[src/rtl/serial_adder_pkg.sv]
// serial_adder_pkg: shared types and constants for the bit-serial adder slice.
package serial_adder_pkg;

    localparam int DEFAULT_N = 8;

    typedef enum logic [1:0] {
        IDLE = 2'd0,
        RUN  = 2'd1,
        DONE = 2'd2
    } state_t;

endpackage

[src/rtl/serial_adder_ctrl_if.sv]
// serial_adder_ctrl_if: start/done handshake, operands and result of the
// bit-serial adder. The ovf signal exists only when SERIAL_ADDER_OVERFLOW_EN
// is defined.
interface serial_adder_ctrl_if
    import serial_adder_pkg::*;
#(
    parameter int N = DEFAULT_N
);

    logic         start;
    logic [N-1:0] a;
    logic [N-1:0] b;
    logic         cin;
    logic         ready;
    logic         busy;
    logic [N-1:0] sum;
    logic         cout;
    logic         done;
`ifdef SERIAL_ADDER_OVERFLOW_EN
    logic         ovf;
`endif

    // host side
    modport master (
`ifdef SERIAL_ADDER_OVERFLOW_EN
        input  ovf,
`endif
        output start, a, b, cin,
        input  ready, busy, sum, cout, done
    );

    // adder side
    modport slave (
`ifdef SERIAL_ADDER_OVERFLOW_EN
        output ovf,
`endif
        input  start, a, b, cin,
        output ready, busy, sum, cout, done
    );

endinterface

[src/rtl/bit_full_adder.sv]
// bit_full_adder: purely combinational one-bit full adder.
module bit_full_adder (
    input  logic a,
    input  logic b,
    input  logic ci,
    output logic s,
    output logic co
);

    assign s  = a ^ b ^ ci;
    assign co = (a & b) | (ci & (a ^ b));

endmodule

[src/rtl/serial_adder_ctrl.sv]
// serial_adder_ctrl: bit-serial N-bit adder. One full adder is reused over N
// cycles, LSB first, with a registered carry; sum bits shift in from the top.
// Optional macro SERIAL_ADDER_OVERFLOW_EN adds a registered signed-overflow
// flag (bus.ovf). The interface instance must use the same N as this module.
module serial_adder_ctrl
    import serial_adder_pkg::*;
#(
    parameter int N = DEFAULT_N
) (
    input  logic               clk,
    input  logic               rst,
    serial_adder_ctrl_if.slave bus
);

    localparam int CW = $clog2(N + 1);

    state_t        state;
    logic [N-1:0]  a_sr;
    logic [N-1:0]  b_sr;
    logic          carry;
    logic [CW-1:0] count;
    logic          fa_s;
    logic          fa_co;
    logic [N-1:0]  sum_nxt;

    bit_full_adder u_fa (
        .a  (a_sr[0]),
        .b  (b_sr[0]),
        .ci (carry),
        .s  (fa_s),
        .co (fa_co)
    );

    // new sum bit enters at the MSB; a single-bit result is just the sum bit
    if (N == 1) begin : g_sum1
        assign sum_nxt = fa_s;
    end else begin : g_sumn
        assign sum_nxt = {fa_s, bus.sum[N-1:1]};
    end

    // controller FSM with all datapath and handshake registers
    always_ff @(posedge clk) begin
        if (rst) begin
            state     <= IDLE;
            a_sr      <= '0;
            b_sr      <= '0;
            carry     <= 1'b0;
            count     <= '0;
            bus.sum   <= '0;
            bus.cout  <= 1'b0;
            bus.done  <= 1'b0;
            bus.busy  <= 1'b0;
            bus.ready <= 1'b1;
`ifdef SERIAL_ADDER_OVERFLOW_EN
            bus.ovf   <= 1'b0;
`endif
        end else begin
            bus.done <= 1'b0;
            case (state)
                IDLE: begin
                    if (bus.start) begin
                        a_sr      <= bus.a;
                        b_sr      <= bus.b;
                        carry     <= bus.cin;
                        count     <= '0;
                        bus.ready <= 1'b0;
                        bus.busy  <= 1'b1;
                        state     <= RUN;
                    end
                end
                RUN: begin
                    a_sr    <= a_sr >> 1;
                    b_sr    <= b_sr >> 1;
                    carry   <= fa_co;
                    bus.sum <= sum_nxt;
                    count   <= count + 1'b1;
                    if (count == CW'(N - 1)) begin
                        bus.cout <= fa_co;
`ifdef SERIAL_ADDER_OVERFLOW_EN
                        // carry holds the carry into the MSB on the last bit
                        bus.ovf  <= carry ^ fa_co;
`endif
                        bus.busy <= 1'b0;
                        bus.done <= 1'b1;
                        state    <= DONE;
                    end
                end
                DONE: begin
                    bus.ready <= 1'b1;
                    state     <= IDLE;
                end
                default: begin
                    bus.ready <= 1'b1;
                    bus.busy  <= 1'b0;
                    state     <= IDLE;
                end
            endcase
        end
    end

endmodule

[src/flat_wrapper.sv]
// flat-port wrapper written by rule: the top's interface ports become plain ports
module serial_adder_ctrl_flat import serial_adder_pkg::*;
#(
    parameter int N = DEFAULT_N
)
  (clk, rst, bus_start, bus_a, bus_b, bus_cin, bus_ready, bus_busy, bus_sum, bus_cout, bus_done);
  serial_adder_ctrl_if #(.N(N)) bus_i ();
  input  logic clk;
  input  logic rst;
  input wire logic [$bits(bus_i.start)-1:0] bus_start;
  input wire logic [$bits(bus_i.a)-1:0] bus_a;
  input wire logic [$bits(bus_i.b)-1:0] bus_b;
  input wire logic [$bits(bus_i.cin)-1:0] bus_cin;
  output wire logic [$bits(bus_i.ready)-1:0] bus_ready;
  output wire logic [$bits(bus_i.busy)-1:0] bus_busy;
  output wire logic [$bits(bus_i.sum)-1:0] bus_sum;
  output wire logic [$bits(bus_i.cout)-1:0] bus_cout;
  output wire logic [$bits(bus_i.done)-1:0] bus_done;
  assign bus_i.start = bus_start;
  assign bus_i.a = bus_a;
  assign bus_i.b = bus_b;
  assign bus_i.cin = bus_cin;
  assign bus_ready = bus_i.ready;
  assign bus_busy = bus_i.busy;
  assign bus_sum = bus_i.sum;
  assign bus_cout = bus_i.cout;
  assign bus_done = bus_i.done;
  serial_adder_ctrl #(.N(N)) u_core (.clk(clk), .rst(rst), .bus(bus_i));
endmodule
[config.mk]
export PLATFORM = sky130hd
export DESIGN_NAME = serial_adder_ctrl_flat
export DESIGN_NICKNAME = d
export VERILOG_FILES = /design/src/rtl/serial_adder_pkg.sv /design/src/rtl/serial_adder_ctrl_if.sv /design/src/rtl/bit_full_adder.sv /design/src/rtl/serial_adder_ctrl.sv /design/src/flat_wrapper.sv
export SDC_FILE = /design/constraint.sdc
export NUM_CORES = 1
export LEC_CHECK = 0
export CAP_MARGIN = 20
export CELL_PAD_IN_SITES_DETAIL_PLACEMENT = 0
export CELL_PAD_IN_SITES_GLOBAL_PLACEMENT = 2
export CORE_MARGIN = 8
export CORE_UTILIZATION = 33
export DETAILED_ROUTE_END_ITERATION = 8
export PLACE_DENSITY_LB_ADDON = 0.2
export SLEW_MARGIN = 10
export SYNTH_ARGS = -nofsm -noshare
export SYNTH_HDL_FRONTEND = slang
export SYNTH_SLANG_ARGS = --single-unit
[constraint.sdc]
create_clock -name clk -period 1.8 [get_ports clk]
set_input_delay 0.27 -clock clk [delete_from_list [all_inputs] [get_ports clk]]
set_output_delay 0.27 -clock clk [all_outputs]
set_load 0.005 [all_outputs]
==> out/metrics.yaml, run 1 <==
status: "completed"
nets: 231
antenna_found_initial: 0
grt_pass1_wl_um: 6340
fin_crit_ns: 1.45
crit_slowest_cell: "clkdlybuf4s50_1"
avgSynthCellArea_um2: 9.07
num_rows: 25
yosysTopAreaCellShare_pct: 43.2
viasPerCell: 4.86
grt_max_degree: 23
reg2regPathDepth: 3
cp-startpoint: "u_core.bus.busy"
powerDensity_nw_per_um2: 830
slew_headroom_pct: 53.8
ctsHoldBuffers: 0
path_cells: "clkdlybuf4s50_1"
final_cell_area_um2: 2090
initial_core_util_pct: 34.4
synth_warnings: 0
drive_gt1_share_pct: 17.1
mappedNetlistNets: 201
dp_hpwl_um: 2650
wirelength_um: 3750
drc: 0
cts_root_buf: "clkbuf_8"
synth_xor_xnor_area_share_pct: 0
holdPathStages: 2
fillers: 468
diodes: 0
cts_setup_buffers: 0
clock_sinks: 35
timing.critical_path.buf_inv: 1
synth_top_family_by_area: "compound AO/OA/AOI/OAI gates"
synthAdderAreaFrac_pct: 2.00
cts_buffers: 5
worstMarginPinSlew_ns: 0.691
setup_violations: 0
cp-start-kind: "flip-flop"
hold_violations: 0
path_clk_slew_ns: 0.07
rsz0062_at_grt: "false"
dieHeight_um: 86.1
power.total_uw: 1740
cp.required_ns: 1.53
yosys_register_bits: 35
final_util_pct: 44.3
p_leak_uw: 0.000730
min-delay-start: "u_core.bus.sum[0]"
die_area_um2: 7420
path_depth: 1
async_flop_share_pct: 0
syn_area_um2: 1620
synthTopCellsByArea: "dfxtp_1 (43%), a211oi_2 (8.5%), o2bb2ai_1 (6.5%), nand2_1 (5.6%), nor2_1 (4.9%)"
ys_types: 37
placed_area_um2: 1990
synth-simple-area-share_pct: 19.4
fin_crit_sh_pct: 80.8
final_cells: 277
yosysMostFrequentCell: "dfxtp_1"
cp_top_family: "buffers and inverters"
cts_tree: "yes"
h-tree-depth: 2
critPathCaptureType: "output port"
synth_compound_area_share_pct: 27.8
critPathMaxFanout: 4
synth_cells: 179
overflow: 0
synth_top_cell_by_area: "dfxtp_1"
synth_edf_count: 0
grt_use_total_pct: 10.8
max_stage_delay_ns: 0.53
finClkSkew_ns: 0.00740
yosysSeqAreaShare_pct: 43.2
power.ir.vdd_worst_mv: 0.349
firstDrtPassIters: 4
synth_top_flop_cell: "dfxtp_1"
drv_slew: 0
regToRegStartpoint: "u_core.state[1]"
syn2layout_area_growth_pct: 29.1
max_freq_ghz: 0.687
drt_iter0_markers: 73
port_buffers: 31
clock_path_buffers: 2
synth_commonest_cells: "dfxtp_1 (35), nand2_1 (24), nor2_1 (21)"
vias: 1347
die_w_um: 86.1
cts_resized: 0
hold_class: "flip-flop to flip-flop"
path_class: "flip-flop to output port"
worstPathArrival_ns: 1.18
finalWeightedCongestion: 0.698
core_area_um2: 4720
cap_violations: 0
post_drt_wl_per_cell_um: 13.5
top_level_ports: 32
place_inst: 269
clock_latency_ns: 0.29
setup_tns_ns: 0
grt_pass1_vias: 1316
antenna_left: 0
muxShareOfSynthArea_pct: 0
report_power, final:
group | switching (uW) | internal, uW
registers | 29.9 | 819
clock network | 275 | 349
logic | 127 | 138
state kept, by name (all words and copies together), names as in the netlist:
name,count
u_core.a_sr,8
u_core.b_sr,8
u_core.bus.sum,8
u_core.count,4
u_core.state,2
u_core.bus.busy,1
u_core.bus.cout,1
u_core.bus.done,1
u_core.bus.ready,1
u_core.carry,1
worst paths after layout:
| kind | to | slack [ns] |
|---|---|---|
| setup reg to reg | u_core.count[0] | 0.38 |
| hold reg to reg | u_core.bus.sum[0] | 0.45 |
| setup / recovery | bus_busy | 0.35 |
| hold / removal | u_core.bus.sum[0] | 0.45 |
cell usage in the layout (no fill, tap or decap), types with 2 or more instances in the layout:
| master | count |
|---|---|
| o2bb2ai_1 | 12 |
| nor3_1 | 3 |
| o22ai_1 | 5 |
| a211oi_1 | 5 |
| buf_12 | 3 |
| a211oi_2 | 11 |
| clkbuf_8 | 7 |
| dfxtp_1 | 35 |
| buf_4 | 4 |
| nand3_1 | 2 |
| or3_1 | 2 |
| a21oi_1 | 12 |
| nand2b_1 | 2 |
| nand2_1 | 24 |
| nor2b_1 | 4 |
| clkdlybuf4s50_1 | 31 |
| nor2_1 | 21 |
| inv_1 | 2 |
| nor2_2 | 9 |
metal layers:
layer | routed length, um | vias to the layer above | track usage, %
met3 | 251 | 4 | 4.49
met1 | 1880 | 619 | 13.7
met5 | 0 | - | 0
li1 | - | 691 | -
met2 | 1580 | 33 | 15.7
met4 | 37 | 0 | 3.82
per-stage QoR:
stage	worst slack, ns	hold slack [ns]
2_1_floorplan	0.616	0.453
3_3_place_gp	0.302	0.441
3_5_place_dp	0.268	0.448
4_1_cts	0.310	0.458
5_1_grt	0.195	0.489
6_report	0.345	0.453
layout make-up:
| type | instances | area [um^2] | area share (%) |
|---|---|---|---|
| clock buffers | 8 | 100 | 4.78 |
| inverters | 3 | 11.3 | 0.538 |
| multi-input cells | 126 | 798 | 38.1 |
| flip-flops and latches | 35 | 701 | 33.5 |
| well taps | 67 | 83.8 | 4.00 |
| repair buffers | 38 | 400 | 19.1 |
cells by family after synthesis:
group | Yosys count
buffers and inverters | 18
and+or+nand+nor | 69
adders and majority gates | 2
DFF | 35
AOI/OAI and AO/OA | 55
Note: power is estimated with default switching activity, not from simulation.
==> run 2, diff against run 1 <==
--- a/config.mk
+++ b/config.mk
@@ -9,7 +9,7 @@
 export CELL_PAD_IN_SITES_DETAIL_PLACEMENT = 0
 export CELL_PAD_IN_SITES_GLOBAL_PLACEMENT = 2
 export CORE_MARGIN = 8
-export CORE_UTILIZATION = 33
+export CORE_UTILIZATION = 27
 export DETAILED_ROUTE_END_ITERATION = 8
 export PLACE_DENSITY_LB_ADDON = 0.2
 export SLEW_MARGIN = 10
==> constraint.sdc (replaced) <==
create_clock -name clk -period 1.2 [get_ports clk]
set_input_delay 0.18 -clock clk [delete_from_list [all_inputs] [get_ports clk]]
set_output_delay 0.18 -clock clk [all_outputs]
set_load 0.005 [all_outputs]
==> out/metrics.yaml, run 2 (synthesized netlist as in run 1, its figures left out) <==
diodes: 0  # unchanged
top_level_ports: 32  # unchanged
p_leak_uw: 0.000879  # +20%
post_drt_wl_per_cell_um: 13.6  # +0.64%
worstMarginPinSlew_ns: 0.248  # -0.443 ns
path_class: "flip-flop to flip-flop"
max_freq_ghz: 0.866
status: "completed"
hold_violations: 0  # unchanged
p_comb_share_pct: 15.3  # about the same
die_area_um2: 8750  # +18%
antenna_found_initial: 0  # unchanged
setup_tns_ns: 0  # unchanged
drc: 0  # unchanged
power_switching_uw: 681  # +58%
cts_root_buf: "clkbuf_8"
holdPathStages: 2  # unchanged
cts_tree: "yes"
power.share.sequential_pct: 45.6  # -3.2 points
worstPathArrival_ns: 1.37  # +0.19 ns
dp_hpwl_um: 3010  # +14%
firstDrtPassIters: 4  # unchanged
critPathMaxFanout: 2  # -2
antenna_left: 0  # unchanged
finClkSkew_ns: 0.00434  # -0.00306 ns
setup_slack_ns: 0.0453  # -0.300 ns
hold_class: "flip-flop to flip-flop"
drt_iter0_markers: 40  # -45%
overflow: 0  # unchanged
wirelength_um: 4130  # +10%
grt_pass1_wl_um: 7220  # +14%
cp.required_ns: 1.41  # -0.12 ns
drv_slew: 0  # unchanged
syn2layout_area_growth_pct: 39.6
num_rows: 28  # +12%
vias: 1435  # +6.5%
reg2regPathDepth: 4  # +1
h-tree-depth: 2  # unchanged
clock_path_buffers: 2  # unchanged
powerDensity_nw_per_um2: 1240  # +50%
seqCellArea_um2: 717  # +2.3%
clockPowerShare_pct: 39.2  # +3.3 points
port_buffers: 31  # unchanged
cap_violations: 0  # unchanged
layout.cells.most_common: "nand2_1"
fillers: 612  # +31%
fin_crit_ns: 1.15
setup_violations: 0  # unchanged
largestRegisters: "u_core.a_sr (8), u_core.b_sr (8), u_core.bus.sum (8)"
drive_gt1_share_pct: 33.3  # +16 points
viasPerCell: 4.74  # -2.6%
critPathCaptureType: "flip-flop"
post-place-ws_ns: -0.277  # -0.545 ns
multi_input_area_um2: 822  # +3.0%
finalWeightedCongestion: 0.718  # +2.8%
clock_sinks: 35  # unchanged
p_sw_share_pct: 24.2  # -0.67 points
die_w_um: 93.5  # +8.6%
cts_buffers: 5  # unchanged
fin_crit_sh_pct: 96.2
core_area_um2: 5850  # +24%
clock_latency_ns: 0.28  # about the same
rsz0062_at_grt: "true"
grt_max_degree: 16  # -30%
initial_core_util_pct: 27.7  # -6.6 points
dieHeight_um: 93.5  # +8.6%
power.internal_uw: 2140  # +63%
grt_use_total_pct: 10.3  # -0.49 points
power.ir.vdd_worst_mv: 0.420  # +20%
path_clk_slew_ns: 0.07  # about the same
slew_headroom_pct: 83.4  # +30 points
nets: 249  # +7.8%
mostFrequentLayoutCells: "nand2_1 (24), dfxtp_1 (22), nor2_1 (21), buf_4 (21), clkdlybuf4s50_1 (18)"
ctsHoldBuffers: 0  # unchanged
cp-start-kind: "flip-flop"
grt_pass1_vias: 1520  # +16%
run 2: cell types whose count changed in the layout (fill, tap and decap cells not counted), sizes merged, moves of 2 or more:
cell           delta
clkdlybuf4s50    -13
dlygate4sd2      +12
buf              +18
clkbuf            -2
run 2: layout make-up:
| class | count | share of cell area [%] |
|---|---|---|
| multi-input combinational | 126 | 36.3 |
| sequential | 35 | 31.6 |
| tap | 75 | 4.14 |
| inverter | 3 | 0.663 |
| clock inverter | 2 | 1.55 |
| clock buffer | 6 | 3.64 |
| timing repair buffer | 56 | 22.1 |
run 2: power by group through the flow:
stage | clock [uW] | combinational [uW] | sequential [uW]
final | 1100 | 430 | 1280
after global routing | 1200 | 481 | 1290
after CTS | 1150 | 425 | 1280
after detailed placement | 0 | 426 | 1300
after global placement | 0 | 418 | 1300
after floorplan | 0 | 263 | 1300
run 2: what timing repair did:
| action | CTS | global route |
|---|---|---|
| setup buffers | 0 | 3 |
| pin swaps | 0 | 1 |
| gates resized for setup | 21 | 17 |
| endpoints found under the setup margin | 38 | 29 |
| hold endpoints to repair | 0 | 0 |
run 2: worst max-delay path: stages (launching register included):
cell	delay, ns
dfxtp_2	0.35
fa_2	0.22
inv_1	0.05
or3_1	0.35
a21oi_1	0.12
run 2: worst paths after layout:
kind	from	endpoint	slack (ns)
worst max-delay path	u_core.b_sr[0]	u_core.bus.cout	0.05
worst min-delay path	u_core.bus.sum[0]	u_core.bus.sum[0]	0.46
worst max register to register	u_core.b_sr[0]	u_core.bus.cout	0.05
worst min register to register	u_core.bus.sum[0]	u_core.bus.sum[0]	0.46
run 2: stage by stage:
step	hold slack [ns]	instance area, um^2	total power [uW]	util, %	cells
finish	0.456	2270	2820	38.7	303
global route	0.480	2270	2980	38.7	303
CTS	0.465	2200	2850	37.6	300
detailed placement	0.456	2080	1730	35.5	292
global placement	0.442	2080	1720	35.5	292
floorplan	0.364	1620	1560	-	179
run 2: routing by layer:
layer | share of wire, % | global-route usage (%) | vias up
met3 | 6.2 | 3.69 | 2
li1 | - | - | 722
met4 | 0.53 | 3.22 | 0
met1 | 46 | 12.7 | 679
met5 | 0 | 0 | -
met2 | 47 | 16.2 | 32
